`src/rtl/cpu_sequencer_pkg.sv`:
```
// Purpose: shared opcode encodings, micro-state codes and instruction classes for the sequencer.
// Latency: n/a (types, constants and a pure classification function).
// Backpressure: n/a.
package cpu_sequencer_pkg;

    // Micro-state codes driven onto the control-word decoder select.
    typedef enum logic [3:0] {
        STATE_FETCH_PC   = 4'd0,
        STATE_FETCH_INST = 4'd1,
        STATE_HALT       = 4'd2,
        STATE_OUT_A      = 4'd3,
        STATE_NEXT       = 4'd4,
        STATE_JUMP       = 4'd5,
        STATE_LDI        = 4'd6,
        STATE_LOAD_ADDR  = 4'd7,
        STATE_RAM_A      = 4'd8,
        STATE_STORE_A    = 4'd9,
        STATE_RAM_B      = 4'd10,
        STATE_ALU_OP     = 4'd11
    } state_e;

    // Instruction classes: opcodes that share a micro-sequence collapse to one class.
    typedef enum logic [3:0] {
        CLASS_NOP     = 4'd0,
        CLASS_HLT     = 4'd1,
        CLASS_OUT     = 4'd2,
        CLASS_JMP     = 4'd3,
        CLASS_JEZ     = 4'd4,
        CLASS_JNZ     = 4'd5,
        CLASS_LDI     = 4'd6,
        CLASS_LDA     = 4'd7,
        CLASS_STA     = 4'd8,
        CLASS_ALU     = 4'd9,
        CLASS_ILLEGAL = 4'd10
    } class_e;

    // Opcode encodings. LDI carries a 3-bit register field in its low bits.
    localparam logic [7:0] OP_NOP = 8'h00;
    localparam logic [7:0] OP_HLT = 8'h01;
    localparam logic [7:0] OP_OUT = 8'h02;
    localparam logic [7:0] OP_JMP = 8'h10;
    localparam logic [7:0] OP_JEZ = 8'h11;
    localparam logic [7:0] OP_JNZ = 8'h12;
    localparam logic [7:0] OP_LDI = 8'h20;
    localparam logic [7:0] OP_LDA = 8'h30;
    localparam logic [7:0] OP_STA = 8'h31;
    localparam logic [7:0] OP_ADD = 8'h40;
    localparam logic [7:0] OP_SUB = 8'h41;

    // Map an opcode onto its micro-sequence class; anything unlisted is illegal.
    function automatic class_e classify(input logic [7:0] op);
        class_e c;
        casez (op)
            OP_NOP:       c = CLASS_NOP;
            OP_HLT:       c = CLASS_HLT;
            OP_OUT:       c = CLASS_OUT;
            OP_JMP:       c = CLASS_JMP;
            OP_JEZ:       c = CLASS_JEZ;
            OP_JNZ:       c = CLASS_JNZ;
            8'b0010_0???: c = CLASS_LDI;
            OP_LDA:       c = CLASS_LDA;
            OP_STA:       c = CLASS_STA;
            OP_ADD,
            OP_SUB:       c = CLASS_ALU;
            default:      c = CLASS_ILLEGAL;
        endcase
        return c;
    endfunction

endpackage

```
`src/rtl/cpu_sequencer_if.sv`:
```
// Purpose: groups the instruction/flag/control inputs and the sequencer status outputs.
// Latency: n/a (wiring only).
// Backpressure: n/a; stall is carried as a plain level signal.
interface cpu_sequencer_if #(
    parameter int OPCODE_W = 8,
    parameter int STATE_W  = 4,
    parameter int CYCLE_W  = 4
);
    logic [OPCODE_W-1:0] opcode;
    logic                flag_zero;
    logic                stall;
    logic                resume;
    logic [STATE_W-1:0]  state;
    logic [CYCLE_W-1:0]  cycle;
    logic                instr_done;
    logic                halted;
    logic                illegal_op;

    // Side that owns the instruction register and memory/ALU status.
    modport master (
        output opcode, flag_zero, stall, resume,
        input  state, cycle, instr_done, halted, illegal_op
    );

    // The sequencer itself.
    modport slave (
        input  opcode, flag_zero, stall, resume,
        output state, cycle, instr_done, halted, illegal_op
    );
endinterface

```
`src/rtl/cpu_seq_decode.sv`:
```
// Purpose: combinational (class, cycle, flag_zero) -> next micro-state and end-of-instruction marker.
// Latency: 0 cycles, purely combinational.
// Backpressure: none; the caller decides whether the result is registered.
module cpu_seq_decode
    import cpu_sequencer_pkg::*;
#(
    parameter int CYCLE_W   = 4,
    parameter int MAX_CYCLE = 6
) (
    input  class_e             cls,
    input  logic [CYCLE_W-1:0] cycle,
    input  logic               flag_zero,
    output state_e             state,
    output logic               is_next
);

    // Decode table; any out-of-range cycle (upset) falls back to NEXT so the counter recovers.
    always_comb begin
        state = STATE_NEXT;
        if (cycle <= CYCLE_W'(MAX_CYCLE)) begin
            case (cycle)
                CYCLE_W'(0): state = STATE_FETCH_PC;
                CYCLE_W'(1): state = STATE_FETCH_INST;
                CYCLE_W'(2): begin
                    case (cls)
                        CLASS_HLT:     state = STATE_HALT;
                        CLASS_OUT:     state = STATE_OUT_A;
                        CLASS_ILLEGAL: state = STATE_NEXT;
                        default:       state = STATE_FETCH_PC;
                    endcase
                end
                CYCLE_W'(3): begin
                    case (cls)
                        CLASS_JMP:     state = STATE_JUMP;
                        CLASS_JEZ:     state = flag_zero ? STATE_JUMP : STATE_NEXT;
                        CLASS_JNZ:     state = flag_zero ? STATE_NEXT : STATE_JUMP;
                        CLASS_LDI:     state = STATE_LDI;
                        CLASS_LDA,
                        CLASS_STA,
                        CLASS_ALU:     state = STATE_LOAD_ADDR;
                        default:       state = STATE_NEXT;
                    endcase
                end
                CYCLE_W'(4): begin
                    case (cls)
                        CLASS_LDA:     state = STATE_RAM_A;
                        CLASS_STA:     state = STATE_STORE_A;
                        CLASS_ALU:     state = STATE_RAM_B;
                        default:       state = STATE_NEXT;
                    endcase
                end
                CYCLE_W'(5): state = (cls == CLASS_ALU) ? STATE_ALU_OP : STATE_NEXT;
                default:     state = STATE_NEXT;
            endcase
        end
        is_next = (state == STATE_NEXT);
    end

endmodule

```
`src/rtl/cpu_sequencer.sv`:
```
// Purpose: steps each instruction through fetch/execute micro-states with halt, stall and trap handling.
// Latency: one micro-state per enabled clock; all outputs registered.
// Backpressure: stall=1 freezes every register and forces instr_done low.
module cpu_sequencer
    import cpu_sequencer_pkg::*;
#(
    parameter int OPCODE_W  = 8,
    parameter int STATE_W   = 4,
    parameter int CYCLE_W   = 4,
    parameter int MAX_CYCLE = 6
) (
    input logic           clk,
    input logic           reset,
    cpu_sequencer_if.slave bus
);

    localparam logic [CYCLE_W-1:0] CYC_LATCH = CYCLE_W'(2);
    localparam logic [CYCLE_W-1:0] CYC_HALT  = CYCLE_W'(3);

    class_e              cls;
    state_e              dec_state;
    logic                dec_next;
    logic                at_latch;

    state_e              state_q;
    logic [CYCLE_W-1:0]  cycle_q;
    logic [OPCODE_W-1:0] opcode_q;
    logic                instr_done_q;
    logic                halted_q;
    logic                illegal_q;

    assign at_latch = (cycle_q == CYC_LATCH);

    // On the latch cycle the class comes from the live opcode; afterwards from the held copy.
    always_comb begin
        cls = classify(at_latch ? 8'(bus.opcode) : 8'(opcode_q));
    end

    cpu_seq_decode #(
        .CYCLE_W   (CYCLE_W),
        .MAX_CYCLE (MAX_CYCLE)
    ) u_decode (
        .cls       (cls),
        .cycle     (cycle_q),
        .flag_zero (bus.flag_zero),
        .state     (dec_state),
        .is_next   (dec_next)
    );

    // Sequencer state: priority is reset, then stall, then halt/resume, then normal stepping.
    always_ff @(posedge clk) begin
        if (reset) begin
            state_q      <= STATE_FETCH_PC;
            cycle_q      <= '0;
            opcode_q     <= '0;
            instr_done_q <= 1'b0;
            halted_q     <= 1'b0;
            illegal_q    <= 1'b0;
        end else if (bus.stall) begin
            instr_done_q <= 1'b0;
        end else if (halted_q) begin
            if (bus.resume) begin
                state_q      <= STATE_NEXT;
                cycle_q      <= '0;
                instr_done_q <= 1'b1;
                halted_q     <= 1'b0;
            end else begin
                state_q      <= STATE_HALT;
                cycle_q      <= CYC_HALT;
                instr_done_q <= 1'b0;
            end
        end else begin
            state_q      <= dec_state;
            cycle_q      <= dec_next ? '0 : cycle_q + CYCLE_W'(1);
            instr_done_q <= dec_next;
            if (at_latch) begin
                opcode_q <= bus.opcode;
                if (cls == CLASS_ILLEGAL) begin
                    illegal_q <= 1'b1;
                end
            end
            if (dec_state == STATE_HALT) begin
                halted_q <= 1'b1;
            end
        end
    end

    assign bus.state      = STATE_W'(state_q);
    assign bus.cycle      = cycle_q;
    assign bus.instr_done = instr_done_q;
    assign bus.halted     = halted_q;
    assign bus.illegal_op = illegal_q;

endmodule

```
`src/flat_wrapper.sv`:
```
// flat-port wrapper written by rule: the top's interface ports become plain ports
module cpu_sequencer_flat import cpu_sequencer_pkg::*;
#(
    parameter int OPCODE_W  = 8,
    parameter int STATE_W   = 4,
    parameter int CYCLE_W   = 4,
    parameter int MAX_CYCLE = 6
)
  (clk, reset, bus_opcode, bus_flag_zero, bus_stall, bus_resume, bus_state, bus_cycle, bus_instr_done, bus_halted, bus_illegal_op);
  cpu_sequencer_if #(.OPCODE_W(OPCODE_W), .STATE_W(STATE_W), .CYCLE_W(CYCLE_W)) bus_i ();
  input logic clk;
  input logic reset;
  input wire logic [$bits(bus_i.opcode)-1:0] bus_opcode;
  input wire logic [$bits(bus_i.flag_zero)-1:0] bus_flag_zero;
  input wire logic [$bits(bus_i.stall)-1:0] bus_stall;
  input wire logic [$bits(bus_i.resume)-1:0] bus_resume;
  output wire logic [$bits(bus_i.state)-1:0] bus_state;
  output wire logic [$bits(bus_i.cycle)-1:0] bus_cycle;
  output wire logic [$bits(bus_i.instr_done)-1:0] bus_instr_done;
  output wire logic [$bits(bus_i.halted)-1:0] bus_halted;
  output wire logic [$bits(bus_i.illegal_op)-1:0] bus_illegal_op;
  assign bus_i.opcode = bus_opcode;
  assign bus_i.flag_zero = bus_flag_zero;
  assign bus_i.stall = bus_stall;
  assign bus_i.resume = bus_resume;
  assign bus_state = bus_i.state;
  assign bus_cycle = bus_i.cycle;
  assign bus_instr_done = bus_i.instr_done;
  assign bus_halted = bus_i.halted;
  assign bus_illegal_op = bus_i.illegal_op;
  cpu_sequencer #(.OPCODE_W(OPCODE_W), .STATE_W(STATE_W), .CYCLE_W(CYCLE_W), .MAX_CYCLE(MAX_CYCLE)) u_core (.clk(clk), .reset(reset), .bus(bus_i));
endmodule
```
`config.mk`:
```
export PLATFORM = sky130hd
export DESIGN_NAME = cpu_sequencer_flat
export DESIGN_NICKNAME = d
export VERILOG_FILES = /design/src/rtl/cpu_sequencer_pkg.sv /design/src/rtl/cpu_sequencer_if.sv /design/src/rtl/cpu_seq_decode.sv /design/src/rtl/cpu_sequencer.sv /design/src/flat_wrapper.sv
export SDC_FILE = /design/constraint.sdc
export NUM_CORES = 1
export LEC_CHECK = 0
export ABC_CLOCK_PERIOD_IN_PS = 6830
export BUFFER_PORTS_ARGS = -buffer_cell sky130_fd_sc_hd__buf_2
export CELL_PAD_IN_SITES_DETAIL_PLACEMENT = 0
export CELL_PAD_IN_SITES_GLOBAL_PLACEMENT = 1
export CORE_ASPECT_RATIO = 0.75
export CORE_MARGIN = 1
export CORE_UTILIZATION = 43
export CTS_CLUSTER_SIZE = 28
export DETAILED_ROUTE_END_ITERATION = 8
export GPL_TIMING_DRIVEN = 1
export PLACE_DENSITY = 0.84
export SYNTH_ARGS = -nofsm -noshare
export SYNTH_HDL_FRONTEND = slang
export SYNTH_HIERARCHICAL = 1
export SYNTH_SLANG_ARGS = --single-unit
```
`constraint.sdc`:
```
create_clock -name clk -period 6.83 [get_ports clk]
set_input_delay 0.683 -clock clk [delete_from_list [all_inputs] [get_ports clk]]
set_output_delay 0.683 -clock clk [all_outputs]
set_load 0.01 [all_outputs]
```
==> qor.txt <==
Outcome = completed
Top Layer Used = met4
Synth cell types = 52
Post-CTS setup buffers = 0
Die W = 68.2 um
Crit path capture = u_core/bus.halted$_SDFFE_PP0N_
# fillers = 315
Startpoint types = register
First-iteration detailed-routing DRC count = 152
Leading area contributor after synthesis = dfxtp_1
Worst r2r src = u_core/bus.cycle[1]$_SDFFE_PP0N_
Maximum vdd ir drop = 0.000108 V
Vias in the first global route = 1300
DP Area = 0.00152 mm^2
Mapped Cells = 191
Cell Area, Synth = 0.00141 mm^2
Largest family of logic cells by synthesized area = simple AND/OR/NAND/NOR gates
Largest cells by area after synthesis = dfxtp_1, nand2_1, a21oi_1, nor2_1, nor3_1
Hold WC Path Type = reg -> reg
Synth warnings = 6
# H-tree levels = 1
Port Buffers = 23
Clk buf depth = 2
Final slew viol count = 0
# Max-Cap Violations = 0
HPWL Detailed = 2.75 mm
Fin Clk Skew = 0.00389 ns
Die Area = 0.00352 mm^2
Congestion Overflow GR = 0
Multiplexer share of the synthesized area = 0.0142
Worst Max-Slew Pin Slew = 1.11 ns
RSZ-0062 raised after global routing = no
Row count = 17
Final net count = 223
FF-to-FF End = u_core/bus.halted$_SDFFE_PP0N_
Routability Congestion = 1.02
Met3 wire len = 215 um
Num CTS Buffers = 3
Finished Layout Cells = 245
Final hold violations = 0
M1 wire length = 1.96 mm
Drt via density = 6.00
I/O pin count = 24
CTS tree = done
PwrDens = 190 mW/mm^2
Clock Sinks = 19
Initial core utilization = 0.464
Layout area overhead = 10.6%
FF+latch area = 380 um^2
Flop2flop setup slack = 2.35 ns
Drt first pass iters = 5
Leakage = 0.000621 uW
Overall Global Routing Usage = 0.236
Routed wire length per instance = 15.2 um
Worst Setup End Kind = register
Clk slew on worst S/H paths = 0.07 ns
Critical path class = reg -> reg
Area taken by multi-input logic gates = 948 um^2
Endpoints failing setup = 0
Wirelength, routed = 3.73 mm
Setup_tns = 0 ns
R2r worst-path depth = 13
Synth Area in Simple Gates = 0.385
Core Box Area = 0.00304 mm^2
Die Height = 51.6 um
Clock Latency Late Sink = 0.25 ns
Max-slew headroom = 0.261
Layout cells sized above 1 = 0.164
Syn nets = 206
Post-synth top area share = 0.269
EDFF count, synth = 0
Worst-path cell chain = ha_1 > nor3b_1 > nor4b_1 > a211oi_1 > nand2_1 > o21ai_0 > nand2b_1 > a21oi_1 > o31ai_1 > o311ai_0 > nor4b_1 > a21oi_1 > a311oi_1
Crit Path Max Fanout = 11
Largest net degree at the start of global routing = 19
Routed Antenna Nets = 0
XOR/XNOR Fraction of Synth Area = 0.0372
# DRC = 0
Fmax = 223 MHz
Post-CTS sizing = 0
ANT cells = 0
Ys flop type = dfxtp_1
Compound-Gate Fraction of Synth Area = 0.217
Avg Cell Area, Syn = 7.40 um^2
Final Cycle Share = 0.656
Ys async rst share = 0
Post-synthesis adder-cell area fraction = 0.0177
Initial antenna violation count = 0
Post-route cell area = 0.00156 mm^2
#FFs+latches synth = 19
First-pass GRT wire length = 6.25 mm
Placed cell count = 241
Slowest stage cell, crit path = nor3b_1
Met2 wire length = 1.50 mm
Worst Path Arrival = 4.65 ns
Via count = 1471
Post-route minimum period = 4.48 ns
Cts-stage hold buffer count = 0
Worst EP required = 7.00 ns
Register area share after synthesis = 0.269
Worst setup path start = u_core/bus.cycle[1]$_SDFFE_PP0N_
CP max stage delay = 0.89 ns
Root buffer cell = clkbuf_8
-- cell usage after synthesis (3+ instances only) --
library cell,instances
a21oi_1,16
clkbuf_1,8
dfxtp_1,19
inv_1,7
nand2_1,26
nand2b_1,6
nand3_1,5
nand4_1,3
nor2_1,18
nor3_1,8
nor3b_1,4
nor4_1,6
nor4b_1,4
o21ai_0,7
o31ai_1,3
xnor2_1,3
xor2_1,3
-- flip-flops by register name, indices dropped and copies added, names as in the netlist --
signal                 flops
u_core/bus.halted          1
u_core/bus.illegal_op      1
u_core/bus.cycle           4
u_core/bus.instr_done      1
u_core/opcode_q            8
u_core/bus.state           4
-- how the worst min path moves through the flow --
stage                               startpoint                              end  slack [ns]  cells past startpoint
2_1_floorplan  u_core/opcode_q[7]$_SDFFE_PP0P_  u_core/opcode_q[7]$_SDFFE_PP0P_        0.44                      2
5_1_grt        u_core/opcode_q[7]$_SDFFE_PP0P_  u_core/opcode_q[7]$_SDFFE_PP0P_        0.52                      2
6_report       u_core/opcode_q[7]$_SDFFE_PP0P_  u_core/opcode_q[7]$_SDFFE_PP0P_        0.48                      2
3_3_place_gp   u_core/opcode_q[7]$_SDFFE_PP0P_  u_core/opcode_q[7]$_SDFFE_PP0P_        0.46                      2
4_1_cts        u_core/opcode_q[7]$_SDFFE_PP0P_  u_core/opcode_q[7]$_SDFFE_PP0P_        0.48                      2
3_5_place_dp   u_core/opcode_q[7]$_SDFFE_PP0P_  u_core/opcode_q[7]$_SDFFE_PP0P_        0.46                      2
-- kinds of logic (layout without fill, tap and decap cells) --
group           count (synthesis)  after routing
compound gates                 46             46
xor+xnor                        6              6
fa+ha+maj                       2              2
buf+inv                        18             34
flops                          19             19
mux                             2              2
simple gates                   98             98
-- cell type report --
| type | count | share of cell area |
|---|---|---|
| Clock buffer | 4 | 0.0288 |
| Tap cell | 38 | 0.0304 |
| Timing Repair Buffer | 23 | 0.0737 |
| Sequential cell | 19 | 0.243 |
| Inverter | 7 | 0.0168 |
| Multi-Input combinational cell | 154 | 0.607 |
-- layer usage --
metal	track usage	vias to the layer above
li1	-	733
met1	0.386	673
met2	0.301	59
met3	0.0241	6
met4	0.0868	0
met5	0	-
-- power breakdown --
group          internal, uW  total (uW)  switching (uW)  leakage [uW]
clock                  41.5        77.8            36.4     0.0000228
sequential              116         125            9.37      0.000154
combinational          38.2        93.1            54.8      0.000444
-- worst max-delay path: cells and delay by family (launching register included) --
family | cells | cell delay [ns]
AO/OA/AOI/OAI | 7 | 1.99
AND/OR/NAND/NOR | 5 | 1.65
flip-flops | 1 | 0.52
adder cells (fa/ha/maj) | 1 | 0.22
-- metrics by stage --
step | setup slack, ns | power [uW] | hold WS [ns] | util
after floorplan | 3.32 | 199 | 0.437 | -
after global placement | 2.73 | 217 | 0.457 | 0.499
after detailed placement | 2.44 | 219 | 0.465 | 0.499
after CTS | 2.44 | 296 | 0.475 | 0.514
after global routing | 1.83 | 315 | 0.518 | 0.514
final | 2.35 | 296 | 0.478 | 0.514
-- cells in the final DEF, fill, tap and decap left out, types with 3 or more instances in the layout --
cell,instances
nand3_1,5
nand2_1,26
xnor2_1,3
xor2_1,3
o21ai_0,7
nor2_1,18
nor4b_1,4
inv_1,7
nand2b_1,6
nor3b_1,4
nor4_1,6
nand4_1,3
nor3_1,8
dfxtp_1,19
clkbuf_8,3
o31ai_1,3
buf_2,23
a21oi_1,16
Note: power is estimated with default switching activity, not from simulation.
